**src/rtl/break_select_engine.sv**
```systemverilog
// break_select_engine: collects one break-status row per clause literal and makes the WalkSAT pick
// (zero-break first, then noise, then minimum break).
// Ports:
//   clk, reset_n                       clock, asynchronous active-low reset
//   start_i, lit_valid_i               begin a selection (idle only), literal-present mask
//   in_valid_i, in_ready_o             row beat handshake
//   clause_broken_i, mask_bits_i       per-clause break bits and slot-occupied mask of the current literal
//   random_i                           LFSR value, sampled in the select cycle
//   flush_i                            synchronous abort back to idle
//   out_valid_o, out_ready_i           result handshake
//   selected_o, break_value_o,
//   clause_broken_bits_o, none_valid_o result fields
//   busy_o                             engine not idle
// Optional: define BREAK_SELECT_STATS_EN to add zero_pick_cnt_o, noise_pick_cnt_o, greedy_pick_cnt_o.
module break_select_engine #(
  parameter int          MAX_CLAUSES_PER_VARIABLE      = 20,
  parameter int          NSAT                          = 3,
  parameter int          MAX_CLAUSES_PER_VARIABLE_BITS = 5,
  parameter int          NSAT_BITS                     = 2,
  parameter logic [31:0] P                             = 32'h6E147AE0
) (
  input  logic                                     clk,
  input  logic                                     reset_n,
  input  logic                                     start_i,
  input  logic [NSAT-1:0]                          lit_valid_i,
  input  logic                                     in_valid_i,
  output logic                                     in_ready_o,
  input  logic [MAX_CLAUSES_PER_VARIABLE-1:0]      clause_broken_i,
  input  logic [MAX_CLAUSES_PER_VARIABLE-1:0]      mask_bits_i,
  input  logic [31:0]                              random_i,
  input  logic                                     flush_i,
  output logic                                     out_valid_o,
  input  logic                                     out_ready_i,
  output logic [NSAT_BITS-1:0]                     selected_o,
  output logic [MAX_CLAUSES_PER_VARIABLE_BITS-1:0] break_value_o,
  output logic [MAX_CLAUSES_PER_VARIABLE-1:0]      clause_broken_bits_o,
  output logic                                     none_valid_o,
  output logic                                     busy_o
`ifdef BREAK_SELECT_STATS_EN
  ,
  output logic [15:0]                              zero_pick_cnt_o,
  output logic [15:0]                              noise_pick_cnt_o,
  output logic [15:0]                              greedy_pick_cnt_o
`endif
);
  localparam int MC = MAX_CLAUSES_PER_VARIABLE;
  localparam int MCB = MAX_CLAUSES_PER_VARIABLE_BITS;
  localparam logic [MCB-1:0] BRK_MAX = '1;
  typedef enum logic [1:0] {IDLE, COLLECT, SELECT, OUTPUT} state_t;
  state_t                        state_q, state_d;
  logic [NSAT-1:0]               vm_q, vm_d;
  logic [NSAT_BITS-1:0]          idx_q, idx_d;
  logic [NSAT-1:0][MC-1:0]       rows_q, rows_d;
  logic [NSAT-1:0][MCB-1:0]      brk_q, brk_d;
  logic                          out_valid_q, out_valid_d;
  logic [NSAT_BITS-1:0]          sel_q, sel_d;
  logic [MCB-1:0]                bv_q, bv_d;
  logic [MC-1:0]                 bits_q, bits_d;
  logic                          none_q, none_d;
`ifdef BREAK_SELECT_STATS_EN
  logic [15:0]                   zc_q, zc_d, nc_q, nc_d, gc_q, gc_d;
`endif
  logic [MC-1:0]                 row_m;
  logic [31:0]                   pc;
  logic [MCB-1:0]                brk_in;
  logic [NSAT_BITS-1:0]          v_cnt;
  logic                          zero_hit, noise_hit, min_hit, noise_take;
  logic [NSAT_BITS-1:0]          zero_idx, noise_idx, min_idx, pick_idx;
  logic [MCB-1:0]                min_val, pick_brk;
  logic [MC-1:0]                 pick_bits;
  logic [15:0]                   div, k, seen;
  // Masked popcount of the incoming row, saturated to the break-value width.
  always_comb begin
    row_m = clause_broken_i & mask_bits_i;
    pc = '0;
    for (int i = 0; i < MC; i++) pc = pc + 32'(row_m[i]);
    brk_in = (pc > 32'(BRK_MAX)) ? BRK_MAX : pc[MCB-1:0];
  end
  // The three WalkSAT candidates over the stored valid literals.
  always_comb begin
    v_cnt = '0;
    zero_hit = 1'b0;
    zero_idx = '0;
    min_hit = 1'b0;
    min_idx = '0;
    min_val = '0;
    for (int i = 0; i < NSAT; i++) begin
      v_cnt = v_cnt + NSAT_BITS'(vm_q[i]);
      if (vm_q[i] && !zero_hit && brk_q[i] == '0) begin
        zero_hit = 1'b1;
        zero_idx = NSAT_BITS'(i);
      end
      if (vm_q[i] && (!min_hit || brk_q[i] < min_val)) begin
        min_hit = 1'b1;
        min_idx = NSAT_BITS'(i);
        min_val = brk_q[i];
      end
    end
    // Divisor forced to 1 when nothing is valid; that case never uses the noise pick.
    div = (v_cnt == '0) ? 16'd1 : 16'(v_cnt);
    k = random_i[15:0] % div;
    seen = '0;
    noise_hit = 1'b0;
    noise_idx = '0;
    for (int i = 0; i < NSAT; i++) begin
      if (vm_q[i] && !noise_hit && seen == k) begin
        noise_hit = 1'b1;
        noise_idx = NSAT_BITS'(i);
      end
      seen = seen + 16'(vm_q[i]);
    end
    noise_take = random_i < P;
    pick_idx = zero_hit ? zero_idx : noise_take ? noise_idx : min_idx;
    pick_brk = '0;
    pick_bits = '0;
    for (int i = 0; i < NSAT; i++) begin
      if (pick_idx == NSAT_BITS'(i)) begin
        pick_brk = brk_q[i];
        pick_bits = rows_q[i];
      end
    end
  end
  always_comb begin
    state_d = state_q;
    vm_d = vm_q;
    idx_d = idx_q;
    rows_d = rows_q;
    brk_d = brk_q;
    out_valid_d = out_valid_q;
    sel_d = sel_q;
    bv_d = bv_q;
    bits_d = bits_q;
    none_d = none_q;
`ifdef BREAK_SELECT_STATS_EN
    zc_d = zc_q;
    nc_d = nc_q;
    gc_d = gc_q;
`endif
    case (state_q)
      IDLE: if (start_i) begin
        vm_d = lit_valid_i;
        idx_d = '0;
        state_d = COLLECT;
      end
      COLLECT: if (in_valid_i) begin
        for (int i = 0; i < NSAT; i++) begin
          if (idx_q == NSAT_BITS'(i)) begin
            rows_d[i] = row_m;
            brk_d[i] = brk_in;
          end
        end
        idx_d = (idx_q == NSAT_BITS'(NSAT - 1)) ? '0 : idx_q + NSAT_BITS'(1);
        state_d = (idx_q == NSAT_BITS'(NSAT - 1)) ? SELECT : COLLECT;
      end
      SELECT: begin
        state_d = OUTPUT;
        out_valid_d = 1'b1;
        none_d = v_cnt == '0;
        sel_d = (v_cnt == '0) ? '1 : pick_idx;
        bv_d = (v_cnt == '0) ? '0 : pick_brk;
        bits_d = (v_cnt == '0) ? '0 : pick_bits;
`ifdef BREAK_SELECT_STATS_EN
        if (v_cnt != '0) begin
          if (zero_hit) zc_d = zc_q + 16'(zc_q != 16'hFFFF);
          else if (noise_take) nc_d = nc_q + 16'(nc_q != 16'hFFFF);
          else gc_d = gc_q + 16'(gc_q != 16'hFFFF);
        end
`endif
      end
      OUTPUT: if (out_ready_i) begin
        out_valid_d = 1'b0;
        state_d = IDLE;
      end
      default: state_d = IDLE;
    endcase
    // Abort overrides everything above; result fields deliberately keep their last value.
    if (flush_i) begin
      state_d = IDLE;
      out_valid_d = 1'b0;
      vm_d = '0;
      idx_d = '0;
      rows_d = '0;
      brk_d = '0;
    end
  end
  always_ff @(posedge clk or negedge reset_n) begin
    if (!reset_n) begin
      state_q <= IDLE;
      vm_q <= '0;
      idx_q <= '0;
      rows_q <= '0;
      brk_q <= '0;
      out_valid_q <= 1'b0;
      sel_q <= '1;
      bv_q <= '0;
      bits_q <= '0;
      none_q <= 1'b0;
`ifdef BREAK_SELECT_STATS_EN
      zc_q <= '0;
      nc_q <= '0;
      gc_q <= '0;
`endif
    end else begin
      state_q <= state_d;
      vm_q <= vm_d;
      idx_q <= idx_d;
      rows_q <= rows_d;
      brk_q <= brk_d;
      out_valid_q <= out_valid_d;
      sel_q <= sel_d;
      bv_q <= bv_d;
      bits_q <= bits_d;
      none_q <= none_d;
`ifdef BREAK_SELECT_STATS_EN
      zc_q <= zc_d;
      nc_q <= nc_d;
      gc_q <= gc_d;
`endif
    end
  end
  assign in_ready_o = state_q == COLLECT;
  assign busy_o = state_q != IDLE;
  assign out_valid_o = out_valid_q;
  assign selected_o = sel_q;
  assign break_value_o = bv_q;
  assign clause_broken_bits_o = bits_q;
  assign none_valid_o = none_q;
`ifdef BREAK_SELECT_STATS_EN
  assign zero_pick_cnt_o = zc_q;
  assign noise_pick_cnt_o = nc_q;
  assign greedy_pick_cnt_o = gc_q;
`endif
endmodule

```
**config.mk**
```make
export PLATFORM = sky130hd
export DESIGN_NAME = break_select_engine
export DESIGN_NICKNAME = d
export VERILOG_FILES = /design/src/rtl/break_select_engine.sv
export SDC_FILE = /design/constraint.sdc
export NUM_CORES = 1
export LEC_CHECK = 0
export ABC_AREA = 1
export CAP_MARGIN = 25
export CELL_PAD_IN_SITES_DETAIL_PLACEMENT = 1
export CELL_PAD_IN_SITES_GLOBAL_PLACEMENT = 1
export CORE_MARGIN = 2
export CORE_UTILIZATION = 37
export DETAILED_ROUTE_END_ITERATION = 7
export GPL_TIMING_DRIVEN = 0
export PLACE_DENSITY_LB_ADDON = 0.1
export SYNTH_ARGS = -nofsm -noshare
export SYNTH_HDL_FRONTEND = slang
export SYNTH_SLANG_ARGS = --single-unit
export TNS_END_PERCENT = 20
```
**constraint.sdc**
```tcl
create_clock -name clk -period 22.6 [get_ports clk]
set_clock_uncertainty 0.15 [all_clocks]
set_input_delay 3.39 -clock clk [delete_from_list [all_inputs] [get_ports clk]]
set_output_delay 3.39 -clock clk [all_outputs]
set_load 0.01 [all_outputs]
```
# After elaboration in Yosys (flattened, before gate mapping)
# Index checks and enable logic that the tools add are counted.
# W data, S select, Z words.
# op_classes
bitwise_logic	1
addsub	23
n_div	1
n_reduce_logical	45
mux	57
eq_ne	12
magnitude_cmp	4
# ops
op	n
$mux W60	3
$mux W20	7
$mux W5	10
$mux W15	3
$lt A32 B31 Y1 const B	1
$mux W2	16
$add A19 B1 Y20	1
$and A20 B20 Y20	1
$gt A20 B5 Y1 const B	1
$add A18 B1 Y19	1
$add A17 B1 Y18	1
$add A16 B1 Y17	1
$add A15 B1 Y16	1
$eq A1 B16 Y1	1
$eq A2 B16 Y1	1
$logic_not A16 Y1	1
$mod A16 B16 Y16	1
$reduce_bool A2 Y1	8
$add A14 B1 Y15	1
$logic_not A5 Y1	3
$reduce_and A3 Y1	5
$add A13 B1 Y14	1
$add A12 B1 Y13	1
$add A11 B1 Y12	1
other kinds (28)	72
# totals
regBits	111
input_bits	81

# Longest topological paths before layout
# Gate-level depths: netlist of the first run.
# depth
word_depth	26
mapped_depth	155
depth_no_buf	150

# Worst setup path after synthesis of the first run
# No wires, ideal clock.
# synth_path
path_kind	input-to-reg
startpoint	input random_i[15]
endpoint	register bv_q[0] (netlist: break_value_o[0])
path_slack_ns	-0.333
arrival_time_ns	22.666
setup_time_ns	0.117
path_stages	146
required_ns	22.333
cell_sequence	ha_1 -> nand2_1 -> nand2_1 -> inv_1 -> ha_1 -> nand2_1 -> nand3_1 -> nand2_1 -> nand2_1 -> ha_1 -> inv_1 -> o21bai_1 -> inv_1 -> nand2_2 -> nand2_1 -> o21ai_1 -> inv_1 -> ha_1 -> (+110 left out) -> inv_1 -> nor2_4 -> nand2_2 -> inv_2 -> nand2_4 -> buf_6 -> nand3_1 -> nand2_1 -> nor2_1 -> nand3_1 -> o21bai_2 -> nand2_2 -> clkinv_2 -> nor2_4 -> buf_6 -> nand2_1 -> nand3_1 -> nand2_1
# synth_via
elab_chain_len	19
# synth_rtl
element	line_no	text
start: declaration	30	input logic [31:0] random_i,
$mod A16 B16 Y16	101	k = random_i[15:0] % div;
$logic_not A16 Y1	106	if (vm_q[i] && !noise_hit && seen == k) begin
$logic_and A1 B1 Y1	106	
$mux W1	106	
$logic_not A1 Y1	106	
$logic_and A1 B1 Y1 (2 in a row)	106	
$mux W1	106	
$logic_not A1 Y1	106	
$logic_and A1 B1 Y1 (2 in a row)	106	
$mux W2	106	
$mux W2 (*) (2 in a row)	113	pick_idx = zero_hit ? zero_idx : noise_take ? noise_idx : min_idx;
$logic_not A2 Y1	117	if (pick_idx == NSAT_BITS'(i)) begin
$mux W5 (2 in a row)	117	
$mux W5 (*)	117	
$mux W5 (*)	160	bv_d = (v_cnt == '0) ? '0 : pick_brk;
end signal: assignment	211	bv_q <= bv_d;
end: declaration	57	logic [MCB-1:0] bv_q, bv_d;
# Mark *: on every way between the ends. The rest lies on a longest branch, timed or not.
# A chain may end at the register's enable or synchronous reset.

# Final worst setup path of the first run
# layout_path
startpoint	input random_i[15]
endpoint	register bits_q[13] (netlist: clause_broken_bits_o[13])
# layout_via
elab_chain_len	19
# layout_rtl
element	line_no	text
$mod A16 B16 Y16	101	
$logic_not A16 Y1	106	
$logic_and A1 B1 Y1	106	
$mux W1	106	
$logic_not A1 Y1	106	
$logic_and A1 B1 Y1 (2 in a row)	106	
$mux W1	106	
$logic_not A1 Y1	106	
$logic_and A1 B1 Y1 (2 in a row)	106	
$mux W2	106	
$mux W2 (*) (2 in a row)	113	
$logic_not A2 Y1	117	
$mux W20 (2 in a row)	117	
$mux W20 (*)	117	
$mux W20 (*)	161	bits_d = (v_cnt == '0) ? '0 : pick_bits;
end signal: assignment	212	bits_q <= bits_d;
end: declaration	58	logic [MC-1:0] bits_q, bits_d;
# Marks and branches as above.

==> impl_metrics.tcl, run 1 <==
set metrics [dict create \
    cts_tree "done" \
    numPlacedInstances 2369 \
    end_kind "flip-flop" \
    antenna_found_initial 0 \
    hold_path.class "reg2reg" \
    drive_gt1_frac 0.148 \
    postCtsHoldBufs 0 \
    grt_max_degree 60 \
    grt_pass1_wl_microns 64200 \
    path_max_fanout 10 \
    synthDistinctLibCells 50 \
    synth_edf_count 0 \
    finalCritPeriodShare 0.939 \
    yosys-mux-area-fraction 0 \
    vias 12450 \
    synth_warnings 0 \
    slew_viol_final 0 \
    crit_path_max_incr_delay_ps 380 \
    place_ws_ps -4840 \
    netlist_instances 1860 \
    regToRegEndpoint "clause_broken_bits_o[13]$_DFFE_PN0P_" \
    crit_buf_inv 30 \
    dieArea_sq_mm 0.0325 \
    ys_ff_latch 111 \
    antenna_cells 0 \
    numCtsBuffers 9 \
    initial_utilization 0.376 \
    placed_cell_area_sq_mm 0.0132 \
    cp_top_family "simple AND/OR/NAND/NOR gates" \
    ys.flop_type "dfrtp_1" \
    run_status "finished, final reports clean" \
    drt_wl_total_microns 38400 \
    reg2reg_from "vm_q[1]$_DFFE_PN0P_" \
    areaGrowthSynthToFinish_pct 25.9 \
    clock-sinks 111 \
    crit_type "in2reg" \
    finalSetupViolCount 0 \
    cap_violations 0 \
    setup_ws_ps 1380 \
    grt_pass1_vias 13081 \
    syn_nets 2006 \
    dieWidth_microns 180 \
    route.detailed.drc 0 \
    fin_nets 2196 \
    hold_viol_final 0 \
    max_freq_ghz 0.0471 \
    path_depth 146 \
    clockBufferDepth 2 \
    coreArea_sq_mm 0.0306 \
    row_count 64 \
    yosys.area_share.adder 0.0811 \
    synth_top_family_by_area "simple AND/OR/NAND/NOR gates" \
    synth-seq-area-share 0.241 \
    seqCellArea_sq_mm 0.00278 \
    cp_slowest_cell "fa_2" \
    die_h_microns 180 \
    yosys.area_share.simple 0.457 \
    multi_input_area_sq_mm 0.00781 \
    tightest_slew_ps 925 \
    final_cell_area_sq_mm 0.0145 \
    clk_latency_ps 360 \
    cts_root_buf "clkbuf_16" \
    vias_per_cell 5.08 \
    cp.arrival_ps 21330 \
    async_flop_share 1.00 \
    relSlewSlack 0.377 \
    synthesis.area_sq_mm 0.0115 \
    io_buffers 111 \
    endpoint "clause_broken_bits_o[13]$_DFFE_PN0P_" \
    period_needed_ps 21220 \
    clkTransAtPathRegs_ps 80 \
    stdcell_count 2451 \
    syn_area_per_cell_sq_um 6.19 \
    dp_hpwl_microns 29900 \
    reg2reg_slack_ps 2600 \
    synth-xor-area-share 0.0167 \
    rr_worst_depth 149 \
    crit_required_ps 22710 \
    start_kind "input pin" \
    track_usage 0.238 \
    io_pins 112 \
    grt_overflow_total 0 \
    ant_nets 0 \
    drt-pass1-iter-count 5 \
    wl_per_cell_microns 15.7 \
    holdPathStages 2 \
    fillers 4100 \
    crit_start "random_i[15]" \
    setup_tns_ps 0 \
    crit_top_cell "nand2_1" \
    htree_num_levels 3 \
    synth_compound_area_frac 0.0830 \
    drtIter0Drc 472 \
    gp_congestion 0.853 \
]
[cell type report]
class / count / share of cell area
multi-input combinational: 1402 / 0.539
sequential: 111 / 0.192
timing repair buffer: 180 / 0.116
inverter: 296 / 0.0772
tap: 396 / 0.0342
buffer: 50 / 0.0211
clock buffer: 10 / 0.0165
clock inverter: 6 / 0.00440
[how the worst min path moves through the flow]
stage                      startpoint                      to  slack [ps]
2_1_floorplan  rows_q[49]$_DFFE_PN0P_  rows_q[49]$_DFFE_PN0P_         290
3_3_place_gp   rows_q[45]$_DFFE_PN0P_  rows_q[45]$_DFFE_PN0P_         310
3_5_place_dp   rows_q[57]$_DFFE_PN0P_  rows_q[57]$_DFFE_PN0P_         310
4_1_cts        rows_q[57]$_DFFE_PN0P_  rows_q[57]$_DFFE_PN0P_         330
5_1_grt        rows_q[43]$_DFFE_PN0P_  rows_q[43]$_DFFE_PN0P_         350
6_report       rows_q[49]$_DFFE_PN0P_  rows_q[49]$_DFFE_PN0P_         330
[cells in the final DEF, fill, tap and decap left out, types with 27 or more instances in the layout]
cell type	n
a21oi_1	27
buf_4	67
clkbuf_1	30
clkdlybuf4s50_1	108
dfrtp_1	109
ha_1	41
inv_1	255
inv_2	31
nand2_1	625
nand2_2	39
nand3_1	160
nand4_1	60
nor2_1	139
o21ai_0	84
[worst reg2reg max path: cells and delay by family, from the launching register on]
family / cells / cell delay (ps)
flops: 1 / 480
compound gates: 19 / 2490
simple gates: 82 / 8500
fa+ha+maj: 17 / 4790
buf+inv: 31 / 3580
[cell families (layout without fill, tap and decap cells)]
group | Yosys count | after routing
compound gates | 169 | 169
xor+xnor | 22 | 22
fa+ha+maj | 65 | 65
buf+inv | 347 | 542
flops | 111 | 111
simple gates | 1146 | 1146
[stage by stage]
step            util  hold slack, ps
4_1_cts        0.460             329
2_1_floorplan      -             292
3_3_place_gp   0.429             306
5_1_grt        0.474             347
6_report       0.474             327
3_5_place_dp   0.431             311
[synthesized netlist by cell type (2+ instances only)]
library cell / n / area, sq um
a21o_1: 2 / 15.0
a21oi_1: 31 / 155
a31oi_1: 2 / 12.5
buf_1: 3 / 11.3
buf_2: 6 / 30.0
buf_6: 9 / 101
clkbuf_1: 31 / 116
clkinv_1: 8 / 30.0
dfrtp_1: 109 / 2730
dfstp_2: 2 / 52.6
fa_1: 16 / 320
ha_1: 49 / 613
inv_1: 263 / 987
inv_2: 24 / 90.1
nand2_1: 635 / 2380
nand2_2: 31 / 194
nand2_4: 9 / 101
nand3_1: 165 / 826
nand3_2: 25 / 250
nand3_4: 3 / 52.6
nand3b_1: 8 / 60.1
nand4_1: 60 / 375
nand4_4: 2 / 42.5
nor2_1: 158 / 593
nor2_2: 9 / 56.3
nor2_4: 15 / 169
nor3_1: 14 / 70.1
nor4_1: 5 / 31.3
o211ai_1: 5 / 37.5
o21a_1: 7 / 52.6
o21ai_0: 92 / 460
o21ai_1: 12 / 60.1
o21ai_2: 3 / 26.3
o21bai_1: 8 / 60.1
o21bai_2: 2 / 22.5
or2_2: 3 / 18.8
xnor2_1: 5 / 43.8
xor2_1: 17 / 149
[metal layers]
| metal | part of all wire | global-route usage | vias to the layer above |
|---|---|---|---|
| met1 | 0.46 | 0.308 | 6028 |
| li1 | - | - | 6257 |
| met4 | 0.012 | 0.0468 | 0 |
| met5 | 0 | 0 | - |
| met3 | 0.019 | 0.0154 | 26 |
| met2 | 0.51 | 0.435 | 139 |
[flip-flops by register name, indices dropped and copies added, names as in the netlist]
name / count
idx_q: 2
brk_q: 15
selected_o: 2
break_value_o: 5
out_valid_o: 1
rows_q: 60
clause_broken_bits_o: 20
state_q: 2
none_valid_o: 1
vm_q: 3
[repair_timing]
action                     CTS  global route
pin swaps                   42            44
gates resized for setup     73            46
buffers inserted            37            29
gates cloned                 1             0
setup endpoints to repair   27            27
Power of run 1 is not shown: default switching activity piles up to over one toggle a cycle in this logic, so the estimate is an artifact.
==> run 2: changes to the inputs <==
RECOVER_POWER = 50   (was unset)
==> run 2 against run 1 <==
The flow now finishes with violations (capacitance limit, slew limit); first-iteration DRC count down 1.5%; die area unchanged; fmax about the same; worst hold slack better by 1.9 ps; count of clock-buffer cells in the layout unchanged; global-route usage unchanged; register-to-register slack about the same; critical path type unchanged; largest cell class unchanged.
==> impl_metrics.tcl, run 2 (synthesis gave the netlist of run 1 again) <==
set metrics [dict create \
    violations "capacitance limit, slew limit" \
    cts_tree "done" \
    max_freq_ghz 0.0471 \
    postCtsHoldBufs 0 \
    clk_latency_ps 360 \
    crit_type "in2reg" \
    drtIter0Drc 465 \
    grt_pass1_wl_microns 64200 \
    dp_hpwl_microns 29900 \
    fin_nets 2196 \
    clkTransAtPathRegs_ps 80 \
    coreArea_sq_mm 0.0306 \
    final_common_cell "nand2_1" \
    htree_num_levels 3 \
    largest_reg_flops 60 \
    row_count 64 \
    start_kind "input pin" \
    ant_nets 0 \
    gp_congestion 0.853 \
    end_kind "flip-flop" \
    cp_top_family "simple AND/OR/NAND/NOR gates" \
    fillers 4105 \
    drive_gt1_frac 0.146 \
    cts_root_buf "clkbuf_16" \
    initial_utilization 0.376 \
    antenna_found_initial 0 \
    numCtsBuffers 9 \
    vias 12472 \
    path_max_fanout 10 \
    slew_viol_final 114 \
    cap_violations 2 \
    hold_viol_final 0 \
    tightest_slew_ps 3120 \
    largest_register "rows_q" \
    cp.arrival_ps 21340 \
    dieArea_sq_mm 0.0325 \
    finalCritPeriodShare 0.939 \
    relSlewSlack -1.08 \
    finalSetupViolCount 0 \
    vias_per_cell 5.09 \
    io_pins 112 \
    route.detailed.drc 0 \
    drt-pass1-iter-count 5 \
    crit_buf_inv 30 \
    crit_required_ps 22710 \
    grt_max_degree 60 \
    period_needed_ps 21230 \
    grt_pass1_vias 13081 \
    io_buffers 111 \
    crit_path_max_incr_delay_ps 380 \
    fin_util 0.473 \
    cp_slowest_cell "fa_2" \
    dieWidth_microns 180 \
    areaGrowthSynthToFinish_pct 25.7 \
    crit_top_cell "nand2_1" \
    drt_wl_total_microns 38400 \
    hold_path.class "reg2reg" \
    clock-sinks 111 \
    run_status "finished, violations left" \
    grt_overflow_total 0 \
    final_cell_mix "nand2_1, inv_1, nand3_1" \
    antenna_cells 0 \
    track_usage 0.238 \
    wl_per_cell_microns 15.7 \
    clockBufferDepth 2 \
    die_h_microns 180 \
]
-- run 2: changes by cell type in the layout (fill, tap and decap cells not counted) --
cell	delta
buf_16	-1
buf_6	-1
clkbuf_1	+2
clkdlybuf4s50_1	-14
dlygate4sd3_1	+14
inv_1	+1
inv_2	-1
-- run 2: through the flow --
| stage | worst slack [ps] | instance area, sq um | TNS (ps) | cells | hold slack (ps) |
|---|---|---|---|---|---|
| finish | 1370 | 14500 | 0 | 2451 | 329 |
| global route | -168 | 14500 | -1590 | 2451 | 347 |
| CTS | 26.2 | 14100 | 0 | 2422 | 329 |
| detailed placement | -4840 | 13200 | -125880 | 2369 | 311 |
| global placement | -4320 | 13100 | -111360 | 2367 | 306 |
| floorplan | 88.2 | 11500 | 0 | 1860 | 292 |
-- run 2: worst paths after layout --
check	endpoint	start	depth (start not counted)	slack, ps
max	clause_broken_bits_o[13]$_DFFE_PN0P_	random_i[15]	146	1370
min	rows_q[55]$_DFFE_PN0P_	rows_q[55]$_DFFE_PN0P_	2	330
max reg2reg	clause_broken_bits_o[13]$_DFFE_PN0P_	vm_q[1]$_DFFE_PN0P_	149	2600
min reg2reg	rows_q[55]$_DFFE_PN0P_	rows_q[55]$_DFFE_PN0P_	2	330
max in group asynchronous	rows_q[59]$_DFFE_PN0P_	reset_n	2	14420
min in group asynchronous	clause_broken_bits_o[17]$_DFFE_PN0P_	reset_n	1	3830
-- run 2: repair_timing --
item / 4_1_cts / 5_1_grt
endpoints found under the setup margin: 27 / 27
pin swaps: 42 / 44
gates cloned: 1 / 0
buffers inserted: 37 / 29
gates resized for setup: 73 / 46
-- run 2: cell type report --
type / count / area (sq um) / share of cell area
Buffer: 50 / 305 / 0.0211
Clock buffer: 10 / 239 / 0.0165
Clock inverter: 6 / 63.8 / 0.00441
Inverter: 296 / 1120 / 0.0774
Multi-Input combinational cell: 1402 / 7810 / 0.540
Sequential cell: 111 / 2780 / 0.192
Tap cell: 396 / 495 / 0.0342
Timing Repair Buffer: 180 / 1660 / 0.114
-- run 2: worst register-to-register path, delay by kind of cell (launching register included) --
kind                       cells  cell delay (ps)
DFF                            1              480
AOI/OAI and AO/OA             19             2490
and+or+nand+nor               82             8490
adders and majority gates     17             4790
buffers and inverters         31             3570
-- run 2: metal layers --
layer / routed length, microns / up-vias / track usage / share of wire
met1: 17700 / 6036 / 0.308 / 0.46
li1: - / 6256 / - / -
met5: 0 / - / 0 / 0
met3: 816 / 25 / 0.0154 / 0.021
met2: 19500 / 155 / 0.435 / 0.51
met4: 464 / 0 / 0.0468 / 0.012
Power of run 2 is left out for the same reason.
==> run 3: changes to the inputs <==
CELL_PAD_IN_SITES_DETAIL_PLACEMENT = 2   (was 1)
CELL_PAD_IN_SITES_GLOBAL_PLACEMENT = 2   (was 1)
CORE_MARGIN = unset   (was 2)
CORE_UTILIZATION = 29   (was 37)
PLACE_DENSITY = 0.86   (was unset)
PLACE_DENSITY_LB_ADDON = unset   (was 0.1)
==> run 3 against run 2 <==
The flow finishes with violations (capacitance limit, slew limit, setup timing); core utilization shrank 9.1 points; register-to-register slack worse by 1800 ps; cell count is 5.8% higher; routed wire length grew 62%; worst setup slack worse by 1400 ps; global-route usage is 1.8 points higher; critical endpoint is now break_value_o[1]$_DFFE_PN0P_.
==> impl_metrics.tcl, run 3 (synthesis gave the netlist of run 1 again) <==
set metrics [dict create \
    dieArea_sq_mm 0.0405 \
    clkTransAtPathRegs_ps 90 \
    dp_hpwl_microns 35000 \
    cp_top_family "simple AND/OR/NAND/NOR gates" \
    reg2reg_from "vm_q[1]$_DFFE_PN0P_" \
    route.detailed.drc 0 \
    io_pins 112 \
    cts_root_buf "clkbuf_16" \
    cp_slowest_cell "ha_4" \
    crit_required_ps 22770 \
    final_cell_mix "nand2_1, inv_1, nand3_1" \
    crit_path_max_incr_delay_ps 320 \
    hold_path.class "reg2reg" \
    fin_nets 2216 \
    cap_violations 2 \
    violations "capacitance limit, slew limit, setup timing" \
    wl_per_cell_microns 24.1 \
    htree_num_levels 3 \
    hold_ws_ps 344 \
    max_freq_ghz 0.0442 \
    crit_buf_inv 31 \
    track_usage 0.256 \
    antenna_cells 0 \
    dieWidth_microns 201 \
    reg2reg_slack_ps 830 \
    period_needed_ps 22650 \
    areaGrowthSynthToFinish_pct 29.1 \
    postCtsHoldBufs 0 \
    crit_type "in2reg" \
    end_kind "flip-flop" \
    slew_viol_final 114 \
    clockBufferDepth 2 \
    antenna_found_initial 0 \
    grt_pass1_wl_microns 82900 \
    final_cell_area_sq_mm 0.0149 \
    regToRegEndpoint "break_value_o[1]$_DFFE_PN0P_" \
    numCtsBuffers 9 \
    coreArea_sq_mm 0.0389 \
    placed_cell_area_sq_mm 0.0133 \
    grt_max_degree 72 \
    ant_nets 0 \
    clock-sinks 111 \
    setup_ws_ps -48.7 \
    hold_start "clause_broken_bits_o[15]$_DFFE_PN0P_" \
    fin_util 0.382 \
    initial_utilization 0.296 \
    cts_tree "done" \
    row_count 72 \
    grt_pass1_vias 15325 \
    hold_viol_final 0 \
    hold_path_end "clause_broken_bits_o[15]$_DFFE_PN0P_" \
    io_buffers 111 \
    grt_overflow_total 0 \
    vias_per_cell 5.51 \
    final_common_cell "nand2_1" \
    holdPathStages 2 \
    crit_top_cell "nand2_1" \
    finalSetupViolCount 6 \
    drtIter0Drc 902 \
    tightest_slew_ps 4170 \
    largest_reg_flops 60 \
    die_h_microns 201 \
    drt-pass1-iter-count 5 \
    largest_register "rows_q" \
    vias 14275 \
    relSlewSlack -1.78 \
    cp.arrival_ps 22820 \
    drt_wl_total_microns 62400 \
    rr_worst_depth 149 \
    gp_congestion 0.865 \
    path_max_fanout 10 \
    run_status "finished, violations left" \
    clk_latency_ps 400 \
    start_kind "input pin" \
    drive_gt1_frac 0.163 \
    finalCritPeriodShare 1.00 \
]
run 3: worst register-to-register path, delay by kind of cell, from the launching register on:
kind,cells,cell delay [ps]
AO/OA/AOI/OAI,18,2450
adder cells (fa/ha/maj),16,4370
buffers and inverters,32,3920
flip-flops,1,530
AND/OR/NAND/NOR,83,10280
run 3: timing repair:
action | 4_1_cts | 5_1_grt
cloned | 1 | 1
pin swaps | 48 | 54
resized for setup | 76 | 64
setup endpoints to repair | 27 | 27
buffers inserted | 41 | 44
run 3: metal layers:
layer	wire, microns	vias up	global-route usage	share of wire
li1	-	6300	-	-
met2	32000	492	0.477	0.51
met3	2320	224	0.0256	0.037
met4	3690	0	0.110	0.059
met5	0	-	0	0
met1	24400	7259	0.295	0.39
run 3: area by class of cell:
cell class / instances / area, sq um
Inverter: 296 / 1120
Multi-Input combinational cell: 1402 / 7910
Timing Repair Buffer: 200 / 1830
Fill cell: 4684 / 24000
Clock inverter: 7 / 63.8
Buffer: 50 / 295
Sequential cell: 111 / 2780
Tap cell: 518 / 648
Clock buffer: 9 / 225
run 3: metrics by stage:
stage,setup slack (ps),std cells,setup TNS (ps)
global route,-1100,2593,-26800
finish,-48.7,2593,-124
floorplan,88.2,1860,0
global placement,-4420,2489,-113350
detailed placement,-5410,2491,-139860
CTS,14.0,2548,0
run 3: how the worst max path moves through the flow:
stage                       startpoint                             endpoint  slack [ps]  cells after the start
after floorplan           random_i[15]         break_value_o[0]$_DFFE_PN0P_          90                    146
after global placement    random_i[15]  clause_broken_bits_o[5]$_DFFE_PN0P_       -4420                    148
after detailed placement  random_i[15]  clause_broken_bits_o[5]$_DFFE_PN0P_       -5410                    148
after CTS                 random_i[15]  clause_broken_bits_o[2]$_DFFE_PN0P_          10                    149
after global routing      random_i[15]         break_value_o[1]$_DFFE_PN0P_       -1100                    149
final                     random_i[15]         break_value_o[1]$_DFFE_PN0P_         -50                    146
Power of run 3 is left out for the same reason.
